==> src/rtl/pc_pkg.sv <==
// Shared definitions for the fetch-stage program-counter unit: pc_sel codes,
// sequencer FSM states and the next-PC computation.
// Optional return-address stack is enabled by defining PC_RAS_EN.
package pc_pkg;

  // Widest PC the next-PC helper supports; callers zero-extend into this width.
  localparam int PC_MAX_W = 64;

  typedef enum logic [1:0] {
    PC_SEL_JUMP = 2'b00,
    PC_SEL_SEQ  = 2'b01,
    PC_SEL_JREG = 2'b10,
    PC_SEL_TRAP = 2'b11
  } pc_sel_e;

  typedef enum logic [1:0] {
    ST_BOOT = 2'b00,
    ST_RUN  = 2'b01,
    ST_HALT = 2'b10
  } pc_state_e;

  // Redirect target at full helper width; the caller keeps the low ADDR_W bits,
  // which makes every case wrap modulo 2^ADDR_W.
  function automatic logic [PC_MAX_W-1:0] next_pc(
    input pc_sel_e               sel,
    input logic [PC_MAX_W-1:0]   pc_plus4,
    input logic                  taken,
    input logic [15:0]           imm,
    input logic [25:0]           addr,
    input logic [PC_MAX_W-1:0]   da,
    input logic [PC_MAX_W-1:0]   trap_pc
  );
    logic [PC_MAX_W-1:0] offset;
    logic [PC_MAX_W-1:0] result;
    // Word offset, sign-extended and scaled to bytes.
    offset = taken ? {{(PC_MAX_W-18){imm[15]}}, imm, 2'b00} : '0;
    unique case (sel)
      // Region bits above 28 come from pc_plus4; the low 28 from the jump field.
      PC_SEL_JUMP: result = (pc_plus4 & ~{{(PC_MAX_W-28){1'b0}}, 28'hFFF_FFFF})
                          | {{(PC_MAX_W-28){1'b0}}, addr, 2'b00};
      PC_SEL_JREG: result = da;
      PC_SEL_TRAP: result = trap_pc;
      default:     result = pc_plus4 + offset;
    endcase
    return result;
  endfunction

endpackage

==> src/rtl/pc_ras.sv <==
// Circular return-address stack. A push when full overwrites the oldest entry;
// a pop when empty is ignored. top reads 0 while the stack is empty.
module pc_ras #(
  parameter int DEPTH = 4,
  parameter int WIDTH = 32
) (
  input  logic             clk,
  input  logic             reset_n,
  input  logic             push,
  input  logic             pop,
  input  logic [WIDTH-1:0] data,
  output logic [WIDTH-1:0] top,
  output logic             empty,
  output logic             full
);

  localparam int PTR_W = (DEPTH > 1) ? $clog2(DEPTH) : 1;
  localparam int CNT_W = $clog2(DEPTH + 1);

  logic [WIDTH-1:0] mem_q [DEPTH];
  logic [PTR_W-1:0] ptr_q, ptr_d;
  logic [CNT_W-1:0] cnt_q, cnt_d;

  assign empty = (cnt_q == '0);
  assign full  = (cnt_q == CNT_W'(DEPTH));
  assign top   = empty ? '0 : mem_q[ptr_q];

  // Pointer/occupancy update; the pointer wraps because DEPTH is a power of 2.
  always_comb begin
    ptr_d = ptr_q;
    cnt_d = cnt_q;
    if (push) begin
      ptr_d = ptr_q + PTR_W'(1);
      cnt_d = full ? cnt_q : cnt_q + CNT_W'(1);
    end else if (pop && !empty) begin
      ptr_d = ptr_q - PTR_W'(1);
      cnt_d = cnt_q - CNT_W'(1);
    end
  end

  // Occupancy state; clearing the count is what empties the stack on reset.
  always_ff @(posedge clk or negedge reset_n) begin
    if (!reset_n) begin
      ptr_q <= '0;
      cnt_q <= '0;
    end else begin
      ptr_q <= ptr_d;
      cnt_q <= cnt_d;
    end
  end

  // Entry storage.
  // NOTE: the array has no reset; stale entries are unreachable because top is gated by empty.
  always_ff @(posedge clk) begin
    if (push) mem_q[ptr_d] <= data;
  end

endmodule

==> src/rtl/pc_sequencer.sv <==
// Fetch-stage program counter: holds the PC, computes the next PC and offers it to
// instruction memory with a valid/ready handshake. Redirects that cannot be taken
// immediately are held in a pending register (newest wins) until the next fire.
// Define PC_RAS_EN to add the return-address stack prediction on ras_top.
module pc_sequencer
  import pc_pkg::*;
#(
  parameter int              ADDR_W    = 32,
  parameter logic [ADDR_W-1:0] RESET_PC = '0,
  parameter logic [ADDR_W-1:0] TRAP_PC  = 'h80,
  parameter int              RAS_DEPTH = 4
) (
  input  logic              clk,
  input  logic              reset_n,
  input  logic              stall,
  input  logic              halt,
  input  logic [1:0]        pc_sel,
  input  logic              redirect,
  input  logic              branch,
  input  logic              br_ne,
  input  logic              is_zero,
  input  logic [15:0]       imm,
  input  logic [25:0]       addr,
  input  logic [ADDR_W-1:0] da,
  input  logic              is_call,
  input  logic              is_ret,
  input  logic              if_ready,
  output logic [ADDR_W-1:0] pc_out,
  output logic              pc_valid,
  output logic [ADDR_W-1:0] pc_plus4,
  output logic [ADDR_W-1:0] ras_top,
  output logic              halted
);

  if (ADDR_W < 28 || ADDR_W > PC_MAX_W) begin : g_bad_addr_w
    $error("pc_sequencer: ADDR_W must be in 28..%0d", PC_MAX_W);
  end

  pc_state_e         state_q, state_d;
  logic [ADDR_W-1:0] pc_q, pc_d;
  logic              pc_valid_q, pc_valid_d;
  logic              halted_q, halted_d;
  logic              pend_valid_q, pend_valid_d;
  logic [ADDR_W-1:0] pend_pc_q, pend_pc_d;
  logic              pend_push_q, pend_push_d;
  logic              pend_pop_q, pend_pop_d;

  pc_sel_e             sel;
  logic                fire;
  logic                taken;
  logic                redir_push, redir_pop;
  logic                fire_push, fire_pop;
  logic [PC_MAX_W-1:0] plus4_ext, da_ext, trap_ext, target_ext;
  logic [ADDR_W-1:0]   redir_pc;
  logic                unused_ok;

  assign sel      = pc_sel_e'(pc_sel);
  assign pc_out   = pc_q;
  assign pc_valid = pc_valid_q;
  assign halted   = halted_q;
  assign pc_plus4 = pc_q + ADDR_W'(4);
  assign fire     = pc_valid_q & if_ready & ~stall;
  assign taken    = branch & (is_zero ^ br_ne);

  assign redir_push = (sel == PC_SEL_JUMP) & is_call;
  assign redir_pop  = (sel == PC_SEL_JREG) & is_ret;

  // Redirect target from the current operands, widened for the shared helper.
  always_comb begin
    plus4_ext = '0;
    da_ext    = '0;
    trap_ext  = '0;
    plus4_ext[ADDR_W-1:0] = pc_plus4;
    da_ext[ADDR_W-1:0]    = da;
    trap_ext[ADDR_W-1:0]  = TRAP_PC;
    target_ext = next_pc(sel, plus4_ext, taken, imm, addr, da_ext, trap_ext);
    redir_pc   = target_ext[ADDR_W-1:0];
  end

  // Next-state logic: FSM, PC step, pending redirect and RAS push/pop requests.
  always_comb begin
    // NOTE: every output gets a hold value first so no path through the case infers a latch.
    state_d      = state_q;
    pc_d         = pc_q;
    pc_valid_d   = pc_valid_q;
    halted_d     = halted_q;
    pend_valid_d = pend_valid_q;
    pend_pc_d    = pend_pc_q;
    pend_push_d  = pend_push_q;
    pend_pop_d   = pend_pop_q;
    fire_push    = 1'b0;
    fire_pop     = 1'b0;

    unique case (state_q)
      ST_BOOT: begin
        state_d    = ST_RUN;
        pc_valid_d = 1'b1;
        if (redirect) begin
          pend_valid_d = 1'b1;
          pend_pc_d    = redir_pc;
          pend_push_d  = redir_push;
          pend_pop_d   = redir_pop;
        end
      end

      ST_RUN: begin
        if (fire) begin
          // A same-cycle redirect bypasses (and discards) anything pending.
          if (redirect) begin
            pc_d      = redir_pc;
            fire_push = redir_push;
            fire_pop  = redir_pop;
          end else if (pend_valid_q) begin
            pc_d      = pend_pc_q;
            fire_push = pend_push_q;
            fire_pop  = pend_pop_q;
          end else begin
            pc_d = pc_plus4;
          end
          pend_valid_d = 1'b0;
          pend_push_d  = 1'b0;
          pend_pop_d   = 1'b0;
          if (halt) begin
            state_d    = ST_HALT;
            pc_valid_d = 1'b0;
            halted_d   = 1'b1;
          end
        end else if (redirect) begin
          pend_valid_d = 1'b1;
          pend_pc_d    = redir_pc;
          pend_push_d  = redir_push;
          pend_pop_d   = redir_pop;
        end
      end

      ST_HALT: begin
        // Only a trap wakes the sequencer; it restarts fetch at the trap vector.
        if (redirect && sel == PC_SEL_TRAP && !stall) begin
          state_d    = ST_RUN;
          pc_d       = TRAP_PC;
          pc_valid_d = 1'b1;
          halted_d   = 1'b0;
        end
      end

      default: begin
        state_d    = ST_BOOT;
        pc_valid_d = 1'b0;
        halted_d   = 1'b0;
      end
    endcase
  end

  // Sequencer state and registered outputs.
  always_ff @(posedge clk or negedge reset_n) begin
    // NOTE: non-blocking assignments so every flop samples the pre-edge values together.
    if (!reset_n) begin
      state_q      <= ST_BOOT;
      pc_q         <= RESET_PC;
      pc_valid_q   <= 1'b0;
      halted_q     <= 1'b0;
      pend_valid_q <= 1'b0;
      pend_pc_q    <= '0;
      pend_push_q  <= 1'b0;
      pend_pop_q   <= 1'b0;
    end else begin
      state_q      <= state_d;
      pc_q         <= pc_d;
      pc_valid_q   <= pc_valid_d;
      halted_q     <= halted_d;
      pend_valid_q <= pend_valid_d;
      pend_pc_q    <= pend_pc_d;
      pend_push_q  <= pend_push_d;
      pend_pop_q   <= pend_pop_d;
    end
  end

`ifdef PC_RAS_EN
  logic ras_empty, ras_full;

  pc_ras #(
    .DEPTH (RAS_DEPTH),
    .WIDTH (ADDR_W)
  ) u_ras (
    .clk     (clk),
    .reset_n (reset_n),
    .push    (fire_push),
    .pop     (fire_pop),
    .data    (pc_plus4),
    .top     (ras_top),
    .empty   (ras_empty),
    .full    (ras_full)
  );

  assign unused_ok = ^{target_ext, ras_empty, ras_full};
`else
  assign ras_top   = '0;
  assign unused_ok = ^{target_ext, fire_push, fire_pop, RAS_DEPTH[0]};
`endif

endmodule
==> config.mk <==
export PLATFORM = sky130hd
export DESIGN_NAME = pc_sequencer
export DESIGN_NICKNAME = d
export VERILOG_FILES = /design/src/rtl/pc_pkg.sv /design/src/rtl/pc_ras.sv /design/src/rtl/pc_sequencer.sv
export SDC_FILE = /design/constraint.sdc
export NUM_CORES = 1
export LEC_CHECK = 0
export BUFFER_PORTS_ARGS = -buffer_cell sky130_fd_sc_hd__buf_2
export CELL_PAD_IN_SITES_DETAIL_PLACEMENT = 1
export CELL_PAD_IN_SITES_GLOBAL_PLACEMENT = 2
export CORE_MARGIN = 2
export CORE_UTILIZATION = 27
export DETAILED_ROUTE_END_ITERATION = 6
export HOLD_SLACK_MARGIN = 0.15
export PLACE_DENSITY_LB_ADDON = 0.1
export SYNTH_ARGS = -nofsm -noshare
export SYNTH_HDL_FRONTEND = slang
export SYNTH_SLANG_ARGS = --single-unit
==> constraint.sdc <==
create_clock -name clk -period 7.1 [get_ports clk]
set_input_delay 0.355 -clock clk [delete_from_list [all_inputs] [get_ports clk]]
set_output_delay 0.355 -clock clk [all_outputs]
set_load 0.05 [all_outputs]
* Word level (Yosys, flattened, before mapping) *
Cells that the tools add are included.
W data, S select, Z words.

word-level totals
  bits of input ports = 87
  bits in registers = 69
  word-level logic and storage cells = 59

cells by class
  bitwise logic cells = 7
  mux-type cells = 25
  reduce and logical (&&, ||, !) cells = 11
  eq/ne operators = 8
  add/subtract/negate cells = 2

operator list
  cell                     count
  $mux W32                 7
  $pmux W32 S2             2
  $pmux W32 S3             1
  $add A32 B3 Y32 const B  1
  $add A32 B32 Y32         1
  $or A32 B28 Y32          1
  $mux W1                  8
  $ne A2 B2 Y1 const B     4
  $eq A2 B2 Y1 const B     3
  $mux W2                  3
  $pmux W1 S3              2
  $pmux W2 S3              1
  $reduce_and A3 Y1        2
  $logic_not A2 Y1         2
  $reduce_and A4 Y1        1
  $reduce_bool A2 Y1       2
  $and A1 B1 Y1            3
  $eq A2 B1 Y1 const B     1
  $logic_and A1 B1 Y1      2
  $not A1 Y1               2
  $pmux W1 S2              1
  $reduce_and A2 Y1        1
  $logic_not A1 Y1         1
  $xor A1 B1 Y1            1

* Depth between registers and ports, before layout *
  word-level depth = 8
  depth in mapped cells = 15
  gate-level depth less buffers = 15

* Worst setup path after synthesis *
Ideal clock, no wire load.

  kind = register -> register
  from = register pc_q[2] (netlist: pc_out[2])
  to = register pend_pc_q[30]
  setup time = 0.065 ns
  arrival = 5.042 ns
  stages on the path, launching flop included = 15
  buffers on the path = 0
  period minus slack after synthesis = 5.108 ns
  setup slack = 1.992 ns
  required time = 7.035 ns
  cell sequence = dfrtp_1 ha_1 inv_1 or3b_2 or2_2 xnor2_1 ha_1 and3_1 a221o_1 a221oi_1 a21oi_1 or3_1 a31oi_1 mux2i_1 o22a_1

on the way
  cells in the longest elaborated chain, start to end = 6

RTL lines
  what                    RTL line                                 RTL
  start, declared         pc_sequencer.sv:40                       logic [ADDR_W-1:0] pc_q, pc_d;
  start signal, assigned  pc_sequencer.sv:168                      pc_q <= pc_d;
  $add A32 B3 Y32 *       pc_sequencer.sv:61                       assign pc_plus4 = pc_q + ADDR_W'(4);
  via pc_plus4[12]        pc_sequencer.sv:30                       output logic [ADDR_W-1:0] pc_plus4,
  $add A32 B32 Y32 *      pc_pkg.sv:43                             default: result = pc_plus4 + offset;
  $pmux W32 S3 *          pc_pkg.sv:37                             unique case (sel)
  $mux W32 *              pc_sequencer.sv:98, pc_sequencer.sv:128
  $mux W32                pc_sequencer.sv:107                      if (fire) begin
  $pmux W32 S2 *          pc_sequencer.sv:94                       unique case (state_q)
  end signal, assigned    pc_sequencer.sv:172                      pend_pc_q <= pend_pc_d;
  end, declared           pc_sequencer.sv:44                       logic [ADDR_W-1:0] pend_pc_q, pend_pc_d;

Mark *: on every way through the listed nets, which the timed path passes. The rest lies on a longest branch. The select of a mux whose other input is x is not followed.
A chain may end at the register's enable or synchronous reset.

* Worst setup path in the final report *
  from = register pc_q[2] (netlist: pc_out[2])
  to = register pend_pc_q[30]

on the way
  cells in the longest elaborated chain, start to end = 6

RTL lines
  what                                                 RTL line
  $add A32 B3 Y32 *                                    pc_sequencer.sv:61
  $add A32 B32 Y32 or $or A32 B28 Y32 (tied branches)  pc_pkg.sv:43, pc_pkg.sv:40
  $pmux W32 S3 *                                       pc_pkg.sv:37
  $mux W32 *                                           pc_sequencer.sv:98, pc_sequencer.sv:128
  $mux W32                                             pc_sequencer.sv:107
  $pmux W32 S2 *                                       pc_sequencer.sv:94

Every way passes the cells marked *; elsewhere a longest branch is shown, timed or not. The select of a mux whose other input is x is not followed.

==> impl_results.html <==
<table>
<tr><th>Metric</th><th>Value</th></tr>
<tr><th colspan="2">Worst setup path</th></tr>
<tr><td>Maximum fanout count along the critical path</td><td>9</td></tr>
<tr><td>Worst Setup Start Kind</td><td>flip-flop</td></tr>
<tr><td>Required arrival time at the worst endpoint</td><td>7.40 ns</td></tr>
<tr><td>Critical path class</td><td>reg -&gt; reg</td></tr>
<tr><td>Cell type group with the largest total delay on the critical path</td><td>simple AND/OR/NAND/NOR gates</td></tr>
<tr><td>Critical path's most frequent cell</td><td>ha_1</td></tr>
<tr><td>Cell-by-cell listing of the critical path</td><td>ha_1 -&gt; inv_1 -&gt; or3b_2 -&gt; or2_2 -&gt; xnor2_1 -&gt; ha_1 -&gt; and3_1 -&gt; a221o_1 -&gt; a221oi_1 -&gt; a21oi_1 -&gt; or3_1 -&gt; a31oi_1 -&gt; mux2i_1 -&gt; o22a_1</td></tr>
<tr><td>Largest stage delay on the critical path</td><td>0.57 ns</td></tr>
<tr><td>Sum of buffers and inverters on the critical path</td><td>1</td></tr>
<tr><td>Nature of the critical path endpoint</td><td>flip-flop</td></tr>
<tr><td>Cell at the slowest stage of the critical path</td><td>or3b_2</td></tr>
<tr><td>Arrival time of the worst setup path</td><td>5.15 ns</td></tr>
<tr><th colspan="2">Timing</th></tr>
<tr><td>Fin crit period</td><td>4.85 ns</td></tr>
<tr><td>Setup repair after global routing missed its margin</td><td>false</td></tr>
<tr><td>Hold Vio Cnt, Final</td><td>0</td></tr>
<tr><td>Finish-stage setup viols</td><td>0</td></tr>
<tr><td>Maximum frequency from static timing analysis</td><td>0.206 GHz</td></tr>
<tr><td>Worst-case hold slack</td><td>0.314 ns</td></tr>
<tr><td>Final Max Slew Viols</td><td>0</td></tr>
<tr><td>Clock tree skew after final layout</td><td>0.0139 ns</td></tr>
<tr><td>Final critical-path share of the clock period</td><td>0.684</td></tr>
<tr><td>Relative slew slack</td><td>0.249</td></tr>
<tr><td>Tightest Pin Transition</td><td>1.13 ns</td></tr>
<tr><td>Total Negative Setup Slacks</td><td>0 ns</td></tr>
<tr><th colspan="2">Die</th></tr>
<tr><td>Placeable Area</td><td>0.0241 mm2</td></tr>
<tr><td>Die ar.</td><td>0.0256 mm2</td></tr>
<tr><td>FP Rows</td><td>57</td></tr>
<tr><td>Die height</td><td>160 um</td></tr>
<tr><td>Die X</td><td>160 um</td></tr>
<tr><td>Num ports</td><td>185</td></tr>
<tr><td>Initial cell density of the core</td><td>0.273</td></tr>
<tr><th colspan="2">Min path</th></tr>
<tr><td>Min-Delay Path Class</td><td>in -&gt; reg</td></tr>
<tr><th colspan="2">GRT</th></tr>
<tr><td>Number of antenna violations at the first check in global routing</td><td>0</td></tr>
<tr><td>Global router's overall resource usage</td><td>0.201</td></tr>
<tr><td>First-pass GRT wire length</td><td>39800 um</td></tr>
<tr><td>Global-route congestion overflow total</td><td>0</td></tr>
<tr><td>Pin count of the biggest net entering global routing</td><td>43</td></tr>
<tr><td>Via count of the first global-routing pass</td><td>6656</td></tr>
<tr><th colspan="2">Synth</th></tr>
<tr><td>Flop and latch count out of synthesis</td><td>68</td></tr>
<tr><td>Post-Synthesis Cells</td><td>801</td></tr>
<tr><td>Async set-reset flop share out of synthesis</td><td>1.00</td></tr>
<tr><td>Synth Area per Inst</td><td>8.20 um2</td></tr>
<tr><td>Count of yosys warnings during synthesis</td><td>0</td></tr>
<tr><td>Main synth FF type</td><td>dfrtp_1</td></tr>
<tr><td>EDFF count, synth</td><td>0</td></tr>
<tr><td>Sequential share of the synthesized area</td><td>0.259</td></tr>
<tr><td>Number of distinct standard cells referenced by the synthesized netlist</td><td>70</td></tr>
<tr><td>Cell area after technology mapping</td><td>0.00657 mm2</td></tr>
<tr><th colspan="2">Power and ir drop</th></tr>
<tr><td>Flop pwr share</td><td>0.241</td></tr>
<tr><td>Internal power</td><td>0.00143 W</td></tr>
<tr><td>Comb pwr share</td><td>0.603</td></tr>
<tr><td>Leakage component of the power</td><td>3.89 nW</td></tr>
<tr><td>Clock share of power</td><td>0.155</td></tr>
<tr><td>Cell area power density</td><td>402 mW/mm2</td></tr>
<tr><td>Sw Share</td><td>0.547</td></tr>
<tr><td>Switching power</td><td>0.00172 W</td></tr>
<tr><td>Peak ir drop on the vdd network</td><td>137 uV</td></tr>
<tr><th colspan="2">Flow run</th></tr>
<tr><td>Reported max-cap violation count</td><td>0</td></tr>
<tr><th colspan="2">CTS</th></tr>
<tr><td>Clock H-tree levels</td><td>3</td></tr>
<tr><td>CTS tree</td><td>yes</td></tr>
<tr><td>Clk slew on worst S/H paths</td><td>0.07 ns</td></tr>
<tr><td>Count of buffers added by post-CTS timing repair for setup</td><td>0</td></tr>
<tr><td>Root Buffer</td><td>clkbuf_16</td></tr>
<tr><td>Sink count of the clock tree</td><td>68</td></tr>
<tr><td>TritonCTS buffer count</td><td>9</td></tr>
<tr><td>Clock latency on the worst-skew pair</td><td>0.35 ns</td></tr>
<tr><td>Max clock buf depth</td><td>2</td></tr>
<tr><th colspan="2">Layout</th></tr>
<tr><td>Post-route cell area</td><td>0.00783 mm2</td></tr>
<tr><td>Antenna diodes</td><td>0</td></tr>
<tr><td>Share of final-layout standard cells stronger than drive strength 1</td><td>0.225</td></tr>
<tr><td>Non-filler instance count after layout</td><td>1260</td></tr>
<tr><td>Fill cell total of the finished layout</td><td>2976</td></tr>
<tr><td>Area Growth Syn to Fin</td><td>19.2%</td></tr>
<tr><td>Nets</td><td>1054</td></tr>
<tr><th colspan="2">Place</th></tr>
<tr><td>Cell area after placement</td><td>0.00751 mm2</td></tr>
<tr><td>Gp weighted congestion</td><td>0.796</td></tr>
<tr><td>Post-detail-place hpwl</td><td>18800 um</td></tr>
<tr><td>Number of instances in the placed design</td><td>1243</td></tr>
<tr><td>Number of buffer cells added on primary ports</td><td>150</td></tr>
<tr><th colspan="2">Outcome</th></tr>
<tr><td>Status</td><td>finished clean</td></tr>
<tr><th colspan="2">Drt</th></tr>
<tr><td>Total length of routed wires</td><td>25500 um</td></tr>
<tr><td>DRC violations left</td><td>0</td></tr>
<tr><td>Via count</td><td>6380</td></tr>
<tr><td>Detailed Route Iter0 Violations</td><td>318</td></tr>
<tr><td>Antenna violation net count after detailed routing</td><td>0</td></tr>
<tr><td>Pre-antenna DRT Iters</td><td>5</td></tr>
<tr><td>Average wire length per cell after detail routing</td><td>20.2 um</td></tr>
<tr><td>Vias per cell</td><td>5.06</td></tr>
</table>
==> state kept, by name, summed over array words and instances, names as in the netlist <==
signal and count:
halted 1, state_q 2, pc_out 32, pend_valid_q 1
pend_pc_q 32
==> cells in the mapped netlist (4+ instances only) <==
| master | instances | area, um2 |
|---|---|---|
| a211o_1 | 5 | 43.8 |
| a211oi_1 | 11 | 82.6 |
| a21o_1 | 14 | 105 |
| a21oi_1 | 74 | 370 |
| a221o_1 | 6 | 60.1 |
| a221oi_1 | 4 | 35.0 |
| a22o_1 | 10 | 87.6 |
| a22oi_1 | 6 | 45.0 |
| a31oi_1 | 10 | 62.6 |
| and2_1 | 8 | 50.1 |
| and3_1 | 26 | 163 |
| and4_1 | 4 | 35.0 |
| buf_1 | 4 | 15.0 |
| buf_4 | 35 | 263 |
| clkbuf_1 | 32 | 120 |
| dfrtp_1 | 68 | 1700 |
| ha_1 | 35 | 438 |
| inv_1 | 17 | 63.8 |
| mux2_2 | 14 | 158 |
| mux2i_1 | 51 | 510 |
| nand2_1 | 60 | 225 |
| nand2b_1 | 7 | 43.8 |
| nand3_1 | 18 | 90.1 |
| nand4_1 | 11 | 68.8 |
| nor2_1 | 82 | 308 |
| nor2b_1 | 7 | 43.8 |
| nor3_1 | 14 | 70.1 |
| o211ai_1 | 6 | 45.0 |
| o21a_1 | 10 | 75.1 |
| o21ai_0 | 34 | 170 |
| o22ai_1 | 7 | 43.8 |
| o31ai_1 | 4 | 30.0 |
| or2_2 | 5 | 31.3 |
| or3_1 | 7 | 43.8 |
| xnor2_1 | 26 | 228 |
| xor2_1 | 22 | 193 |
==> logic make-up after synthesis <==
kind of cell	synth area share
flip-flops	0.259
AO/OA/AOI/OAI	0.224
AND/OR/NAND/NOR	0.203
buffers and inverters	0.0737
XOR/XNOR	0.0682
multiplexers	0.102
other	0.000571
adder cells (fa/ha/maj)	0.0697
==> placed cells by master (no fill, tap or decap), drive strengths merged, types with 6 or more instances in the layout <==
| cell type | instances |
|---|---|
| buf | 160 |
| nor2 | 82 |
| a21oi | 75 |
| dfrtp | 68 |
| nand2 | 60 |
| mux2i | 51 |
| ha | 35 |
| o21ai | 35 |
| conb | 32 |
| and3 | 27 |
| xnor2 | 27 |
| xor2 | 22 |
| nand3 | 18 |
| inv | 18 |
| nor3 | 15 |
| a21o | 15 |
| mux2 | 14 |
| nand4 | 13 |
| a211oi | 11 |
| clkbuf | 11 |
| a31oi | 10 |
| o21a | 10 |
| a22o | 10 |
| and2 | 9 |
| nor2b | 7 |
| nand2b | 7 |
| or3 | 7 |
| o22ai | 7 |
| a22oi | 6 |
| o211ai | 6 |
| a221o | 6 |
==> metal layers <==
metal  track usage  part of all wire  vias to the layer above
met1         0.289              0.50                     3088
met3        0.0260             0.035                       14
met5             0                 0                        -
li1              -                 -                     3125
met2         0.324              0.45                      153
met4        0.0414            0.0085                        0
==> cell type report <==
class                      instances  area (um2)  area share
clock buffer                      11         253      0.0323
clock inverter                     5        58.8     0.00751
multi-input combinational        673        4510       0.576
timing repair buffer             161         836       0.107
sequential                        68        1700       0.217
tap                              324         405      0.0518
inverter                          18        67.6     0.00863
==> power by group through the flow <==
stage / clock network, W / logic, W / registers [W]
after floorplan: 0 / 0.00121 / 0.000941
after global placement: 0 / 0.00190 / 0.000766
after detailed placement: 0 / 0.00191 / 0.000767
after CTS: 0.000500 / 0.00192 / 0.000762
after global routing: 0.000514 / 0.00207 / 0.000792
final: 0.000490 / 0.00190 / 0.000760
==> stage by stage <==
stage | total power [W] | worst slack [ns] | util
after CTS | 0.00318 | 2.18 | 0.325
after floorplan | 0.00215 | 1.99 | -
after global routing | 0.00338 | 1.97 | 0.325
after detailed placement | 0.00268 | 2.21 | 0.312
final | 0.00315 | 2.25 | 0.325
after global placement | 0.00266 | 2.24 | 0.312
==> final timing paths <==
check,startpoint,endpoint,slack [ns],cells after the start
worst min-delay path,halt,state_q[1]$_DFFE_PN0P_,0.31,3
worst min register to register,pend_pc_q[21]$_DFFE_PN0P_,pend_pc_q[21]$_DFFE_PN0P_,0.48,1
worst max register to register,pc_out[2]$_DFFE_PN0P_,pend_pc_q[30]$_DFFE_PN0P_,2.25,14
min in group asynchronous,reset_n,pc_out[25]$_DFFE_PN0P_,0.59,2
worst max-delay path,pc_out[2]$_DFFE_PN0P_,pend_pc_q[30]$_DFFE_PN0P_,2.25,14
max in group asynchronous,reset_n,pend_valid_q$_DFFE_PN0P_,5.40,3
==> worst min-delay path, delay by kind of cell <==
family,cells,cell delay [ns]
compound gates,2,0.17
buf+inv,1,0.10
==> what timing repair did <==
action | 4_1_cts | 5_1_grt
gates resized for setup | 0 | 0
endpoints found under the hold margin | 26 | 0
hold buffers | 1 | 0
Note: power is estimated with default switching activity, not from simulation.
